### src/rtl/t1_sim_watchdog.sv
// Simulation watchdog: tracks in-flight vector instructions and retire gaps, and reports
// continue / success / error-code status to a polling host.
module t1_sim_watchdog #(
   parameter logic [63:0] DEFAULT_TIMEOUT   = 64'd1000000,
   parameter int unsigned OUTSTANDING_WIDTH = 8
) (
   input  logic                         clock,
   input  logic                         reset,
   input  logic                         cfg_timeout_valid,
   input  logic [63:0]                  cfg_timeout,
   input  logic                         issue_valid,
   input  logic                         retire_valid,
   input  logic                         host_done,
   output logic [7:0]                   status,
   output logic [OUTSTANDING_WIDTH-1:0] outstanding,
   output logic [63:0]                  idle_cycles
);

   typedef enum logic [1:0] {StRun, StDrain, StDone, StFail} state_e;

   localparam logic [OUTSTANDING_WIDTH-1:0] OutMax = '1;
   localparam logic [OUTSTANDING_WIDTH-1:0] OutOne = OUTSTANDING_WIDTH'(1);

   localparam logic [7:0] CodeTimeout   = 8'd1;
   localparam logic [7:0] CodeUnderflow = 8'd2;
   localparam logic [7:0] CodeOverflow  = 8'd3;
   localparam logic [7:0] CodeLateIssue = 8'd4;
   localparam logic [7:0] CodeSuccess   = 8'd255;

   state_e                         state_q, state_d;
   logic [7:0]                     status_q, status_d;
   logic [OUTSTANDING_WIDTH-1:0]   out_q, out_d;
   logic [63:0]                    idle_q, idle_d;
   logic [63:0]                    limit_q, limit_d;

   logic       inc, dec, underflow, overflow, late_issue, timeout, clear;
   logic [7:0] err_code;

   always_comb begin
      inc        = issue_valid & ~retire_valid;
      dec        = retire_valid & ~issue_valid;
      underflow  = dec && (out_q == '0);
      overflow   = inc && (out_q == OutMax);
      late_issue = (state_q == StDrain) && issue_valid;
      clear      = retire_valid | cfg_timeout_valid;
      timeout    = (limit_q != 64'd0) && (idle_q == limit_q - 64'd1) && !clear;

      out_d = out_q;
      if (inc && !overflow) begin
         out_d = out_q + OutOne;
      end else if (dec && !underflow) begin
         out_d = out_q - OutOne;
      end

      if (clear) begin
         idle_d = 64'd0;
      end else if (&idle_q) begin
         idle_d = idle_q;
      end else begin
         idle_d = idle_q + 64'd1;
      end

      limit_d = cfg_timeout_valid ? cfg_timeout : limit_q;

      // Fixed priority when several errors coincide in one cycle.
      if (underflow) begin
         err_code = CodeUnderflow;
      end else if (overflow) begin
         err_code = CodeOverflow;
      end else if (late_issue) begin
         err_code = CodeLateIssue;
      end else if (timeout) begin
         err_code = CodeTimeout;
      end else begin
         err_code = 8'd0;
      end

      state_d = state_q;
      if (err_code != 8'd0) begin
         state_d = StFail;
      end else if (state_q == StRun && host_done) begin
         state_d = (out_d == '0) ? StDone : StDrain;
      end else if (state_q == StDrain && out_d == '0) begin
         state_d = StDone;
      end

      unique case (state_d)
         StFail:  status_d = err_code;
         StDone:  status_d = CodeSuccess;
         default: status_d = 8'd0;
      endcase
   end

   // DONE and FAIL are sticky: nothing below updates once either is reached.
   always_ff @(posedge clock or posedge reset) begin
      if (reset) begin
         state_q  <= StRun;
         status_q <= 8'd0;
         out_q    <= '0;
         idle_q   <= 64'd0;
         limit_q  <= DEFAULT_TIMEOUT;
      end else if (state_q == StRun || state_q == StDrain) begin
         state_q  <= state_d;
         status_q <= status_d;
         out_q    <= out_d;
         idle_q   <= idle_d;
         limit_q  <= limit_d;
      end
   end

   assign status      = status_q;
   assign outstanding = out_q;
   assign idle_cycles = idle_q;

endmodule

### config.mk
export PLATFORM = sky130hd
export DESIGN_NAME = t1_sim_watchdog
export DESIGN_NICKNAME = d
export VERILOG_FILES = /design/src/rtl/t1_sim_watchdog.sv
export SDC_FILE = /design/constraint.sdc
export NUM_CORES = 1
export LEC_CHECK = 0
export CAP_MARGIN = 15
export CORE_AREA = 10 10 217 157
export DETAILED_ROUTE_END_ITERATION = 12
export DIE_AREA = 0 0 227 167
export SYNTH_ARGS = -nofsm -noshare
export SYNTH_HDL_FRONTEND = slang
export SYNTH_SLANG_ARGS = --single-unit
export TNS_END_PERCENT = 5
### constraint.sdc
create_clock -name clock -period 15 [get_ports clock]
set_input_delay 3 -clock clock [delete_from_list [all_inputs] [get_ports clock]]
set_output_delay 3 -clock clock [all_outputs]
set_load 0.02 [all_outputs]
**Yosys cells after proc, flatten, opt, wreduce, memory -nomap -nowiden**

Index checks and enable logic that the tools add are counted.

- $add $sub $neg: 4
- Eq/ne operators: 6
- Mux-type cells: 13
- Bitwise gates (word level): 5
- Reduce and logical (&&, ||, !) cells: 21

Operators with widths:

| cell | number |
|---|---|
| 2-to-1 mux 64 bit | 2 |
| adder 64 x 1 -> 64 bit, second input constant | 1 |
| equality test 64 bit | 1 |
| AND reduction 64 bit | 1 |
| nonzero test 64 bit | 1 |
| subtractor 64 x 1 -> 64 bit, second input constant | 1 |
| logical NOT 8 bit | 2 |
| 2-to-1 mux 8 bit | 2 |
| one-hot mux 8 bit (2 select lines) | 1 |
| logical AND 1 bit | 9 |
| 2-to-1 mux 3 bit | 3 |
| adder 8 x 1 -> 8 bit, second input constant | 1 |
| equality test 8 bit, second input constant | 1 |
| 2-to-1 mux 2 bit | 4 |
| nonzero test 8 bit | 1 |
| subtractor 8 x 1 -> 8 bit, second input constant | 1 |
| equality test 2 bit, second input constant | 2 |
| AND reduction 2 bit | 2 |
| logical NOT 1 bit | 3 |
| AND 1 bit | 2 |
| equality test 2 x 1 -> 1 bit, second input constant | 1 |
| logical NOT 2 bit | 1 |
| != test 2 bit, second input constant | 1 |
| NOT 1 bit | 2 |
| 3 further kinds | 3 |

- Register bits: 146
- Bits of input ports: 70
- Output and inout bits: 80
- Word-level logic and storage cells: 54

**Longest topological paths before layout**

- Word-level depth: 14
- Depth in mapped cells: 12

**Least setup slack after synthesis**

No wires, ideal clock.

- Kind: input to register
- Start point: input port retire_valid
- End point: register idle_q[63], in the netlist idle_cycles[63]
- Setup time: 0.078 ns
- Arrival time: 5.177 ns
- Setup slack: 9.746 ns
- Stages on the path: 9
- Path buffers: 1
- Cell sequence: clkbuf_1 > nor2_1 > nand2_1 > nor4_1 > and4_1 > nor4_1 > nand3_1 > or3_1 > a21oi_1

- Cells in the longest elaborated chain, start to end: 3
- Elaborated cells on any way between the ends: 4
- Classes of those cells: eq/ne (1); mux (1); bitwise (1); reduce/logical (1)

RTL lines:

| what | RTL line | RTL |
|---|---|---|
| start, declared | 12 | `input logic retire_valid,` |
| bitwise OR 1 bit * | 45 | `clear = retire_valid \| cfg_timeout_valid;` |
| != test 2 bit (no source line) | - |  |
| AND reduction 2 bit (no source line) | - |  |
| end signal, assigned | 106 | `idle_q <= idle_d;` |
| end, declared | 33 | `logic [63:0] idle_q, idle_d;` |

Mark *: on every way between the ends. The rest lies on a longest branch, timed or not.
A chain may end at the register's enable or synchronous reset.

**Final worst setup path**

- Start point: input port retire_valid
- End point: register status_q[1], in the netlist status[1]

- Cells in the longest elaborated chain, start to end: 13
- Elaborated cells on any way between the ends: 28
- Classes of those cells: eq/ne (2); mux (11); bitwise (4); reduce/logical (11)

RTL lines:

| what | RTL line | RTL |
|---|---|---|
| AND 1 bit or NOT 1 bit (tied branches) | 41, 40 |  |
| logical AND 1 bit or AND 1 bit (tied branches) | 42, 40 |  |
| logical NOT 1 bit or logical AND 1 bit (tied branches) | 51, 43 |  |
| logical AND 1 bit or logical NOT 1 bit (tied branches) | 51, 49 |  |
| 2-to-1 mux 8 bit or logical AND 1 bit (tied branches) | 51, 49 |  |
| 2-to-1 mux 8 bit | 49 | `if (inc && !overflow) begin` |
| logical NOT 8 bit | 82, 83 |  |
| logical AND 1 bit | 83 | `end else if (state_q == StDrain && out_d == '0) begin` |
| 2-to-1 mux 2 bit | 83 |  |
| 2-to-1 mux 2 bit | 81 | `end else if (state_q == StRun && host_done) begin` |
| 2-to-1 mux 2 bit | 79 | `if (err_code != 8'd0) begin` |
| equality test 2 bit | 87 | `unique case (state_d)` |
| one-hot mux 8 bit (2 select lines) * | 87 |  |
| end signal, assigned | 104 | `status_q <= status_d;` |
| end, declared | 31 | `logic [7:0] status_q, status_d;` |

Marks and branches as above.

==> flow_summary.ini <==
[clock_network]
clk_path_buf_depth = 2
cts_tree = done
cts_root_buf = clkbuf_16
clk-insertion-delay-late_ns = 0.46
post_cts_buffers = 0
hold_buffers = 0
h-tree-depth = 4
cts_inserted_buffers = 17
post_cts_resize_count = 0
clk_pin_slew_ns = 0.06
cts_sinks = 142

[timing]
timing.hold.ws_ns = 0.567
hold_viol_final = 0
tightest_slew_ns = 1.01
rsz0062_at_grt = no
post-route-period-util_pct = 37.0
drv_slew = 0
slew_headroom_pct = 31.8
fmax_ghz = 0.180
setup_viol = 0
period_minus_slack_ns = 5.55
finClkSkew_ns = 0.0127
setup_tns_ns = 0

[synthesis]
synthFlopType = dfrtp_1
syn_area_per_cell_um2 = 9.32
synth_seq_cells = 142
yosysUniqueCellTypes = 66
ys.warnings.count = 0
synthCells = 951
ys_seq_area_share_pct = 40.2
syn_nets = 1025
async_flop_share_pct = 100
synth_edf_count = 0
syn_area_mm2 = 0.00886

[drt]
drtAntennaViolNets = 0
drt-total-wl_mm = 29.5
vias = 7883
drc = 0
viasPerCell = 5.31
wl_per_cell_um = 19.8
drtIter0Drc = 729
dr.pass1.iters = 5

[worst_setup_path]
crit_type = primary input to flop
end_kind = flop
cp-start-kind = primary input
cp_max_fo = 8
critPathArrivalTime_ns = 5.90
cp.required_ns = 15.35

[die]
dieArea_mm2 = 0.0379
start_util_pct = 29.8
die_y_um = 167
die_w_um = 227
pin_count = 150
num_rows = 53
coreArea_mm2 = 0.0298

[global_route]
grt_pass1_wl_mm = 46.2
grt_remaining_overflow = 0
grt_usage_pct = 15.7
grt_pass1_vias = 7594
grt_max_degree = 85
antenna_found_initial = 0

[place]
place_congestion = 0.919
dp.cells = 1453
place_hpwl_mm = 22.4
port_buffers = 149

[layout]
fillers = 2965
final_cells = 1485
syn2layout_area_growth_pct = 28.1
drive_above_1_share_pct = 11.5
n_antenna_cell = 0
final_nets = 1161
final_core_util_pct = 38.1

[power_and_ir_drop]
p_leak_nw = 4.32
power_density_mw_per_mm2 = 145
peakVddDrop_uv = 59.2

[status]
status = complete, no violations

[worst_hold_path]
holdCritPathClass = flop to flop

[flow_run]
maxCapViolCount = 0
## state kept, by name (all words and copies together), names as in the netlist
name and cells:
idle_cycles 64, limit_q 64, outstanding 8, status 4
state_q 2
## power breakdown
group	internal (mW)	total (mW)	switching, mW
sequential	0.493	0.684	0.191
combinational	0.269	0.523	0.253
clock	0.261	0.443	0.182
## cell usage after synthesis, drive strengths merged (23+ instances only)
| library cell | instances | area [um2] |
|---|---|---|
| a21oi | 23 | 115 |
| clkbuf | 33 | 124 |
| dfrtp | 135 | 3380 |
| mux2 | 64 | 721 |
| nand2 | 60 | 225 |
| nand3 | 43 | 215 |
| nand4 | 34 | 219 |
| nor2 | 98 | 368 |
| nor3 | 52 | 260 |
| nor4 | 28 | 196 |
| o21ai | 29 | 145 |
| or3 | 24 | 150 |
| xnor2 | 87 | 762 |
| xor2 | 66 | 578 |
## final timing paths
path                               from             end  slack (ns)  depth (start not counted)
setup reg to reg             limit_q[8]       status[1]       10.29                         10
setup / recovery           retire_valid       status[1]        9.45                          9
max in group asynchronous         reset  idle_cycles[4]       10.68                          3
min in group asynchronous         reset     limit_q[28]        3.06                          2
hold / removal              limit_q[59]     limit_q[59]        0.57                          1
hold reg to reg             limit_q[59]     limit_q[59]        0.57                          1
## layout by cell type, fill, tap and decap left out, drive strengths merged, types with 6 or more instances in the layout
| master | instances |
|---|---|
| a31oi | 6 |
| nand2b | 7 |
| and3 | 17 |
| nor2 | 98 |
| xor2 | 66 |
| and4 | 17 |
| xnor2 | 87 |
| and2 | 7 |
| nand4 | 34 |
| clkinv | 8 |
| o21ai | 29 |
| inv | 17 |
| nor4 | 28 |
| or4 | 10 |
| clkdlybuf4s50 | 149 |
| a21oi | 23 |
| clkbuf | 18 |
| dfrtp | 135 |
| or3 | 24 |
| o31ai | 7 |
| nand3 | 43 |
| nand2 | 60 |
| dfstp | 7 |
| buf | 11 |
| mux2 | 64 |
| nor3 | 52 |
## critical path, stage by stage
cell and delay, ns:
clkdlybuf4s50_1 0.55, nor2_1 0.51, o2111ai_1 0.17, or3_1 0.39, a2111oi_0 0.38, nand4_1 0.16, nor3_1 0.25, nand4_2 0.21
a31o_1 0.27
## per-layer routing
| metal | vias to the layer above | part of all wire (%) | track usage, % |
|---|---|---|---|
| met1 | 3860 | 49 | 22.5 |
| met3 | 28 | 8.0 | 5.19 |
| met5 | - | 0 | 0 |
| met4 | 0 | 1.5 | 4.16 |
| li1 | 3716 | - | - |
| met2 | 279 | 42 | 21.8 |
## metrics by stage
| step | power [mW] | worst slack (ns) | cell area [um2] |
|---|---|---|---|
| detailed placement | 1.21 | 9.00 | 10800 |
| CTS | 1.66 | 9.48 | 11300 |
| floorplan | 1.01 | 8.20 | 8860 |
| global placement | 1.20 | 9.06 | 10800 |
| global route | 1.76 | 9.04 | 11300 |
| finish | 1.65 | 9.45 | 11300 |
## area by class of cell
class / instances / area [um2] / share of cell area [%]
multi-input cells: 750 / 5070 / 44.7
flip-flops and latches: 142 / 3560 / 31.4
well taps: 385 / 482 / 4.24
repair buffers: 160 / 1570 / 13.9
clock inverters: 14 / 169 / 1.49
inverters: 16 / 65.1 / 0.573
clock buffers: 18 / 429 / 3.78
## kinds of logic (layout without fill, tap and decap cells)
logic type,count (synthesis),in the layout,synth area share [%]
xor gates and xnor gates,153,153,15.1
AOI/OAI and AO/OA,110,110,8.17
and+or+nand+nor,417,417,24.8
muxes,66,66,8.36
DFF,142,142,40.2
adders and majority gates,4,4,0.565
buffers and inverters,59,208,2.78
Note: power is estimated with default switching activity, not from simulation.
